**src/rtl/fixed_pkg.sv**
```systemverilog
// Shared constants and state encoding for the sequential fixed-point multiplier.
// Default operand format is Q10.10; the product format is Q10.20.
package fixed_pkg;

   localparam int INTW  = 10;
   localparam int RATW  = 10;
   localparam int W     = INTW + RATW;
   localparam int PRODW = INTW + 2 * RATW;
   localparam int FULLW = 2 * W;

   typedef enum logic [1:0] {
      IDLE,
      BUSY,
      DONE
   } state_e;

endpackage

```
**src/rtl/fixed_mul_seq_if.sv**
```systemverilog
// Operand/product handshake bundle between the operand source and the multiplier.
// The master modport is the operand source and product sink; the slave modport is the multiplier.
interface fixed_mul_seq_if #(
   parameter int INTW = fixed_pkg::INTW,
   parameter int RATW = fixed_pkg::RATW
);

   logic                       in_valid;
   logic                       in_ready;
   logic [INTW+RATW-1:0]       a;
   logic [INTW+RATW-1:0]       b;
   logic                       out_valid;
   logic                       out_ready;
   logic [INTW+2*RATW-1:0]     prod;
   logic                       ovf;

   modport master (
      output in_valid, a, b, out_ready,
      input  in_ready, out_valid, prod, ovf
   );

   modport slave (
      input  in_valid, a, b, out_ready,
      output in_ready, out_valid, prod, ovf
   );

endinterface

```
**src/rtl/fixed_negate.sv**
```systemverilog
// Conditional two's-complement negate: out_o = neg_i ? -in_i : in_i.
// Used for operand magnitudes and for restoring the product sign.
module fixed_negate #(
   parameter int WIDTH = 8
) (
   input  logic [WIDTH-1:0] in_i,
   input  logic             neg_i,
   output logic [WIDTH-1:0] out_o
);

   assign out_o = neg_i ? (~in_i + WIDTH'(1)) : in_i;

endmodule

```
**src/rtl/fixed_mul_seq.sv**
```systemverilog
// Radix-2 shift-add signed fixed-point multiplier, Q(INTW).(RATW) x Q(INTW).(RATW) -> Q(INTW).(2*RATW).
// Define FIXED_MUL_OVF_EN to build the integer-overflow flag; otherwise ovf stays 0.
module fixed_mul_seq #(
   parameter int INTW = fixed_pkg::INTW,
   parameter int RATW = fixed_pkg::RATW
) (
   input  logic            clk,
   input  logic            rst_n,
   fixed_mul_seq_if.slave  bus
);

   import fixed_pkg::*;

   localparam int OP_W   = INTW + RATW;
   localparam int PROD_W = INTW + 2 * RATW;
   localparam int FULL_W = 2 * OP_W;
   localparam int CNT_W  = $clog2(OP_W + 1);

   state_e              state_q;
   logic [OP_W-1:0]     a_mag;
   logic [OP_W-1:0]     b_mag;
   logic [OP_W-1:0]     mplier_q;
   logic [FULL_W-1:0]   mcand_q;
   logic [FULL_W-1:0]   acc_q;
   logic [FULL_W-1:0]   acc_d;
   logic [FULL_W-1:0]   res;
   logic                sign_q;
   logic [CNT_W-1:0]    count_q;
   logic                in_ready_q;
   logic                out_valid_q;
   logic [PROD_W-1:0]   prod_q;
   logic                ovf_q;
   logic                ovf_d;

   fixed_negate #(.WIDTH(OP_W)) u_abs_a (
      .in_i  (bus.a),
      .neg_i (bus.a[OP_W-1]),
      .out_o (a_mag)
   );

   fixed_negate #(.WIDTH(OP_W)) u_abs_b (
      .in_i  (bus.b),
      .neg_i (bus.b[OP_W-1]),
      .out_o (b_mag)
   );

   // The last partial product is folded in before the sign fix so the result lands on the final BUSY edge.
   assign acc_d = mplier_q[0] ? (acc_q + mcand_q) : acc_q;

   fixed_negate #(.WIDTH(FULL_W)) u_sign_fix (
      .in_i  (acc_d),
      .neg_i (sign_q),
      .out_o (res)
   );

`ifdef FIXED_MUL_OVF_EN
   // Overflow when the dropped integer bits are not a pure sign extension of the kept MSB.
   assign ovf_d = ~((&res[FULL_W-1:PROD_W-1]) | ~(|res[FULL_W-1:PROD_W-1]));
`else
   logic unused_res_hi;
   assign unused_res_hi = ^res[FULL_W-1:PROD_W];
   assign ovf_d         = 1'b0;
`endif

   // NOTE: reset is synchronous, so it lives inside the clocked block; all state uses <= to avoid ordering races.
   always_ff @(posedge clk) begin
      if (!rst_n) begin
         state_q     <= IDLE;
         in_ready_q  <= 1'b1;
         out_valid_q <= 1'b0;
         prod_q      <= '0;
         ovf_q       <= 1'b0;
         mcand_q     <= '0;
         mplier_q    <= '0;
         acc_q       <= '0;
         sign_q      <= 1'b0;
         count_q     <= '0;
      end else begin
         case (state_q)
            IDLE: begin
               if (bus.in_valid) begin
                  mcand_q    <= FULL_W'(a_mag);
                  mplier_q   <= b_mag;
                  sign_q     <= bus.a[OP_W-1] ^ bus.b[OP_W-1];
                  acc_q      <= '0;
                  count_q    <= CNT_W'(OP_W);
                  in_ready_q <= 1'b0;
                  state_q    <= BUSY;
               end
            end
            BUSY: begin
               acc_q    <= acc_d;
               mcand_q  <= mcand_q << 1;
               mplier_q <= mplier_q >> 1;
               count_q  <= count_q - CNT_W'(1);
               if (count_q == CNT_W'(1)) begin
                  prod_q      <= res[PROD_W-1:0];
                  ovf_q       <= ovf_d;
                  out_valid_q <= 1'b1;
                  state_q     <= DONE;
               end
            end
            DONE: begin
               if (bus.out_ready) begin
                  out_valid_q <= 1'b0;
                  in_ready_q  <= 1'b1;
                  state_q     <= IDLE;
               end
            end
            default: state_q <= IDLE;
         endcase
      end
   end

   assign bus.in_ready  = in_ready_q;
   assign bus.out_valid = out_valid_q;
   assign bus.prod      = prod_q;
   assign bus.ovf       = ovf_q;

endmodule

```
**src/flat_wrapper.sv**
```systemverilog
// flat-port wrapper written by rule: the top's interface ports become plain ports
module fixed_mul_seq_flat import fixed_pkg::*;
#(
   parameter int INTW = fixed_pkg::INTW,
   parameter int RATW = fixed_pkg::RATW
)
  (clk, rst_n, bus_in_valid, bus_a, bus_b, bus_out_ready, bus_in_ready, bus_out_valid, bus_prod, bus_ovf);
  fixed_mul_seq_if #(.INTW(INTW), .RATW(RATW)) bus_i ();
  input  logic clk;
  input  logic rst_n;
  input wire logic [$bits(bus_i.in_valid)-1:0] bus_in_valid;
  input wire logic [$bits(bus_i.a)-1:0] bus_a;
  input wire logic [$bits(bus_i.b)-1:0] bus_b;
  input wire logic [$bits(bus_i.out_ready)-1:0] bus_out_ready;
  output wire logic [$bits(bus_i.in_ready)-1:0] bus_in_ready;
  output wire logic [$bits(bus_i.out_valid)-1:0] bus_out_valid;
  output wire logic [$bits(bus_i.prod)-1:0] bus_prod;
  output wire logic [$bits(bus_i.ovf)-1:0] bus_ovf;
  assign bus_i.in_valid = bus_in_valid;
  assign bus_i.a = bus_a;
  assign bus_i.b = bus_b;
  assign bus_i.out_ready = bus_out_ready;
  assign bus_in_ready = bus_i.in_ready;
  assign bus_out_valid = bus_i.out_valid;
  assign bus_prod = bus_i.prod;
  assign bus_ovf = bus_i.ovf;
  fixed_mul_seq #(.INTW(INTW), .RATW(RATW)) u_core (.clk(clk), .rst_n(rst_n), .bus(bus_i));
endmodule
```
**config.mk**
```make
export PLATFORM = sky130hd
export DESIGN_NAME = fixed_mul_seq_flat
export DESIGN_NICKNAME = d
export VERILOG_FILES = /design/src/rtl/fixed_pkg.sv /design/src/rtl/fixed_mul_seq_if.sv /design/src/rtl/fixed_negate.sv /design/src/rtl/fixed_mul_seq.sv /design/src/flat_wrapper.sv
export SDC_FILE = /design/constraint.sdc
export NUM_CORES = 1
export LEC_CHECK = 0
export BUFFER_PORTS_ARGS = -buffer_cell sky130_fd_sc_hd__clkbuf_2
export CAP_MARGIN = 40
export CORE_UTILIZATION = 45
export DETAILED_ROUTE_END_ITERATION = 12
export GPL_ROUTABILITY_DRIVEN = 0
export PLACE_DENSITY = 0.64
export SYNTH_ARGS = -nofsm -noshare
export SYNTH_HDL_FRONTEND = slang
export SYNTH_SLANG_ARGS = --single-unit
```
**constraint.sdc**
```tcl
create_clock -name clk -period 4.6 [get_ports clk]
set_input_delay 0.46 -clock clk [delete_from_list [all_inputs] [get_ports clk]]
set_output_delay 0.46 -clock clk [all_outputs]
set_load 0.01 [all_outputs]
```
==> flow_metrics.env <==
export IMPL_drt_first_pass_iters=5
export IMPL_cap_violations=0
export IMPL_regToRegEndpoint="u_core.bus.prod[28]$_SDFFE_PN0P_"
export IMPL_slew_headroom_pct=53.1
export IMPL_routedWlPerCell_um=17.0
export IMPL_syn_inst=1106
export IMPL_antenna_left=0
export IMPL_cts_tree="done"
export IMPL_busiest_layer="met2"
export IMPL_synth_area_per_cell_um2=7.82
export IMPL_drive_above_1_share_pct=14.3
export IMPL_power_switching_uw=887
export IMPL_cp_start_kind="flop"
export IMPL_die_h_um=141
export IMPL_cp_max_fo=5
export IMPL_slowest_stage="a2111oi_1"
export IMPL_antenna_found_initial=0
export IMPL_p_comb_share_pct=17.3
export IMPL_io_pins=77
export IMPL_cts_setup_buffers=0
export IMPL_hold_viol_final=0
export IMPL_fill_cells=1840
export IMPL_path_clk_slew_ns=0.06
export IMPL_via_per_inst=5.94
export IMPL_ys_types=94
export IMPL_layout_common_cells="119 x dfxtp_1, 117 x nand2_1, 105 x o21ai_0"
export IMPL_p_per_area_nw_per_um2=307
export IMPL_holdPathEnd="u_core.mcand_q[0]$_SDFFE_PN0P_"
export IMPL_yosysWarnings=0
export IMPL_pwr_share_seq_pct=37.6
export IMPL_critPathArrivalTime_ns=4.52
export IMPL_root_buffer="clkbuf_16"
export IMPL_cts_resized=0
export IMPL_cts_made_buffers=17
export IMPL_ys_flop_type="dfxtp_1"
export IMPL_crit_reg2reg_launch="u_core.acc_q[0]$_SDFFE_PN0P_"
export IMPL_grt_max_degree=73
export IMPL_skew_ns=0.00857
export IMPL_core_um2=18800
export IMPL_slew_violations=0
export IMPL_synth_edff_count=0
export IMPL_cp_required_ns=4.94
export IMPL_post_route_period_util_pct=90.8
export IMPL_path_delay_family="compound AO/OA/AOI/OAI gates"
export IMPL_rsz0062_at_grt="false"
export IMPL_wl_um=23600
export IMPL_grt_total_usage_pct=24.4
export IMPL_grt_overflow_total=0
export IMPL_use_met2_pct=41.0
export IMPL_ys_seq_area_share_pct=27.8
export IMPL_cpPeakStageDelay_ns=0.58
export IMPL_setup_viol=0
export IMPL_vias=8235
export IMPL_finalNetCount=1218
export IMPL_grt_use_met1_pct=31.6
export IMPL_crit_type="flop to flop"
export IMPL_grt_pass1_wl_um=38900
export IMPL_cts_hold_buf=0
export IMPL_p_sw_share_pct=29.7
export IMPL_synth_nets=1185
export IMPL_power_leakage_uw=0.00384
export IMPL_antenna_cells=0
export IMPL_setup_slack_ns=0.423
export IMPL_reg2reg_depth=13
export IMPL_worst_pin_slew_ns=0.704
export IMPL_ir_drop_uv=201
export IMPL_gr_usage_met3_pct=4.25
export IMPL_outcome="complete, no violations"
export IMPL_cts_path_max_buffers=2
export IMPL_cp_cell_sequence="ha_1, fa_1, a21o_1, a221o_1, a211oi_2, o211ai_1, mux2_2, nand3_2, a2111oi_1, nand2_1, nor4b_2, mux2_1, o22ai_1"
export IMPL_min_path_type="primary input to flop"
export IMPL_worst_skew_pair_late_latency_ns=0.42
export IMPL_clkPwrFrac_pct=45.1
export IMPL_cp_end_kind="flop"
export IMPL_grt_pass1_vias=7600
export IMPL_start_util_pct=46.1
export IMPL_fmax_mhz=239
export IMPL_fin_setup_tns_ns=0
export IMPL_synth_seq_cells=120
export IMPL_dpl_hpwl_um=17000
export IMPL_pre_cts_ws_ns=0.493
export IMPL_area_delta_synth_final_pct=12.6
export IMPL_cts_sinks=120
export IMPL_drt_iter0_markers=526
export IMPL_path_buf_inv=0
export IMPL_reg2reg_slack_ns=0.42
export IMPL_syn_area_um2=8650
export IMPL_async_reset_ff_share_pct=0
export IMPL_power_internal_uw=2100
export IMPL_die_area_um2=19800
export IMPL_drc=0
export IMPL_hold_start="bus_a[0]"
export IMPL_final_common_cell="dfxtp_1"
export IMPL_io_buffer_count=75
export IMPL_fin_crit_ns=4.18
export IMPL_die_x_um=141
export IMPL_row_count=50
export IMPL_htree_levels=4
export IMPL_min_path_cells=3
-- logic make-up (layout without fill, tap and decap cells) --
group / count (synthesis) / count (layout) / share of synthesized area (%)
AND/OR/NAND/NOR: 410 / 410 / 24.9
AO/OA/AOI/OAI: 365 / 365 / 29.2
flip-flops: 120 / 120 / 27.8
buffers and inverters: 95 / 141 / 4.60
XOR/XNOR: 65 / 65 / 6.58
adder cells (fa/ha/maj): 35 / 35 / 5.15
multiplexers: 15 / 15 / 1.78
other: 1 / 1 / 0.0434
-- worst max path at each step --
stage | from | endpoint | depth (start not counted)
5_1_grt | u_core.acc_q[0]$_SDFFE_PN0P_ | u_core.bus.prod[28]$_SDFFE_PN0P_ | 13
3_3_place_gp | u_core.acc_q[0]$_SDFFE_PN0P_ | u_core.bus.prod[28]$_SDFFE_PN0P_ | 13
4_1_cts | u_core.acc_q[0]$_SDFFE_PN0P_ | u_core.bus.prod[28]$_SDFFE_PN0P_ | 13
6_report | u_core.acc_q[0]$_SDFFE_PN0P_ | u_core.bus.prod[28]$_SDFFE_PN0P_ | 13
2_1_floorplan | u_core.acc_q[0]$_SDFFE_PN0P_ | u_core.bus.prod[23]$_SDFFE_PN0P_ | 13
3_5_place_dp | u_core.acc_q[0]$_SDFFE_PN0P_ | u_core.bus.prod[28]$_SDFFE_PN0P_ | 13
-- synth_stat cells, drive strengths merged (10+ instances only) --
library cell | number | area (um^2)
inv | 15 | 56.3
a21oi | 46 | 234
a21boi | 29 | 218
a221oi | 10 | 100
and2 | 60 | 378
mux2i | 12 | 120
a22oi | 37 | 278
ha | 34 | 425
nor2 | 43 | 161
a21o | 13 | 97.6
or3 | 18 | 118
nand3 | 65 | 330
o21a | 13 | 97.6
xor2 | 38 | 333
xnor2 | 27 | 236
nand2 | 117 | 439
o31ai | 14 | 110
clkbuf | 55 | 206
nor2b | 22 | 138
o21ai | 112 | 572
buf | 25 | 135
dfxtp | 120 | 2400
nand2b | 13 | 81.3
a211oi | 17 | 143
nor3 | 21 | 110
-- sequential cells by signal (all words and copies together), names as in the netlist --
signal                count
u_core.state_q            2
u_core.mcand_q           30
u_core.count_q            5
u_core.sign_q             1
u_core.bus.prod          30
u_core.acc_q             30
u_core.mplier_q          20
u_core.bus.in_ready       1
u_core.bus.out_valid      1
-- final cells by class --
type | instances | area (um^2) | share of cell area [%]
Timing Repair Buffer | 94 | 538 | 5.52
Tap cell | 234 | 293 | 3.01
Inverter | 15 | 56.3 | 0.578
Clock buffer | 20 | 447 | 4.59
Multi-Input combinational cell | 891 | 5860 | 60.2
Sequential cell | 120 | 2400 | 24.7
Clock inverter | 12 | 141 | 1.45
-- through the flow --
step                cell area, um^2  cells  power (uW)  util [%]  hold slack (ns)
floorplan                      8650   1106        1510         -            0.458
global placement               9130   1353        1650      48.6            0.455
detailed placement             9150   1354        1660      48.8            0.464
CTS                            9740   1386        3010      51.9            0.293
global route                   9740   1386        3120      51.9            0.313
finish                         9740   1386        2990      51.9            0.298
-- tightest hold or removal path: cells and delay by family --
kind	cells	cell delay, ns
buffers and inverters	1	0.09
AOI/OAI and AO/OA	1	0.06
and+or+nand+nor	1	0.05
-- metal layers --
metal	vias to the layer above	routed length, um	part of all wire [%]
li1	4146	-	-
met1	3849	10900	46
met2	196	11100	47
met3	44	966	4.1
met4	0	626	2.7
met5	-	0	0
-- power by group through the flow --
stage	Clock [uW]	Sequential [uW]	Combinational, uW
after detailed placement	0	1150	516
after floorplan	0	1130	383
after CTS	1360	1120	519
final	1350	1120	516
after global placement	0	1140	505
after global routing	1420	1130	578
(Power assumes the default switching activity.)
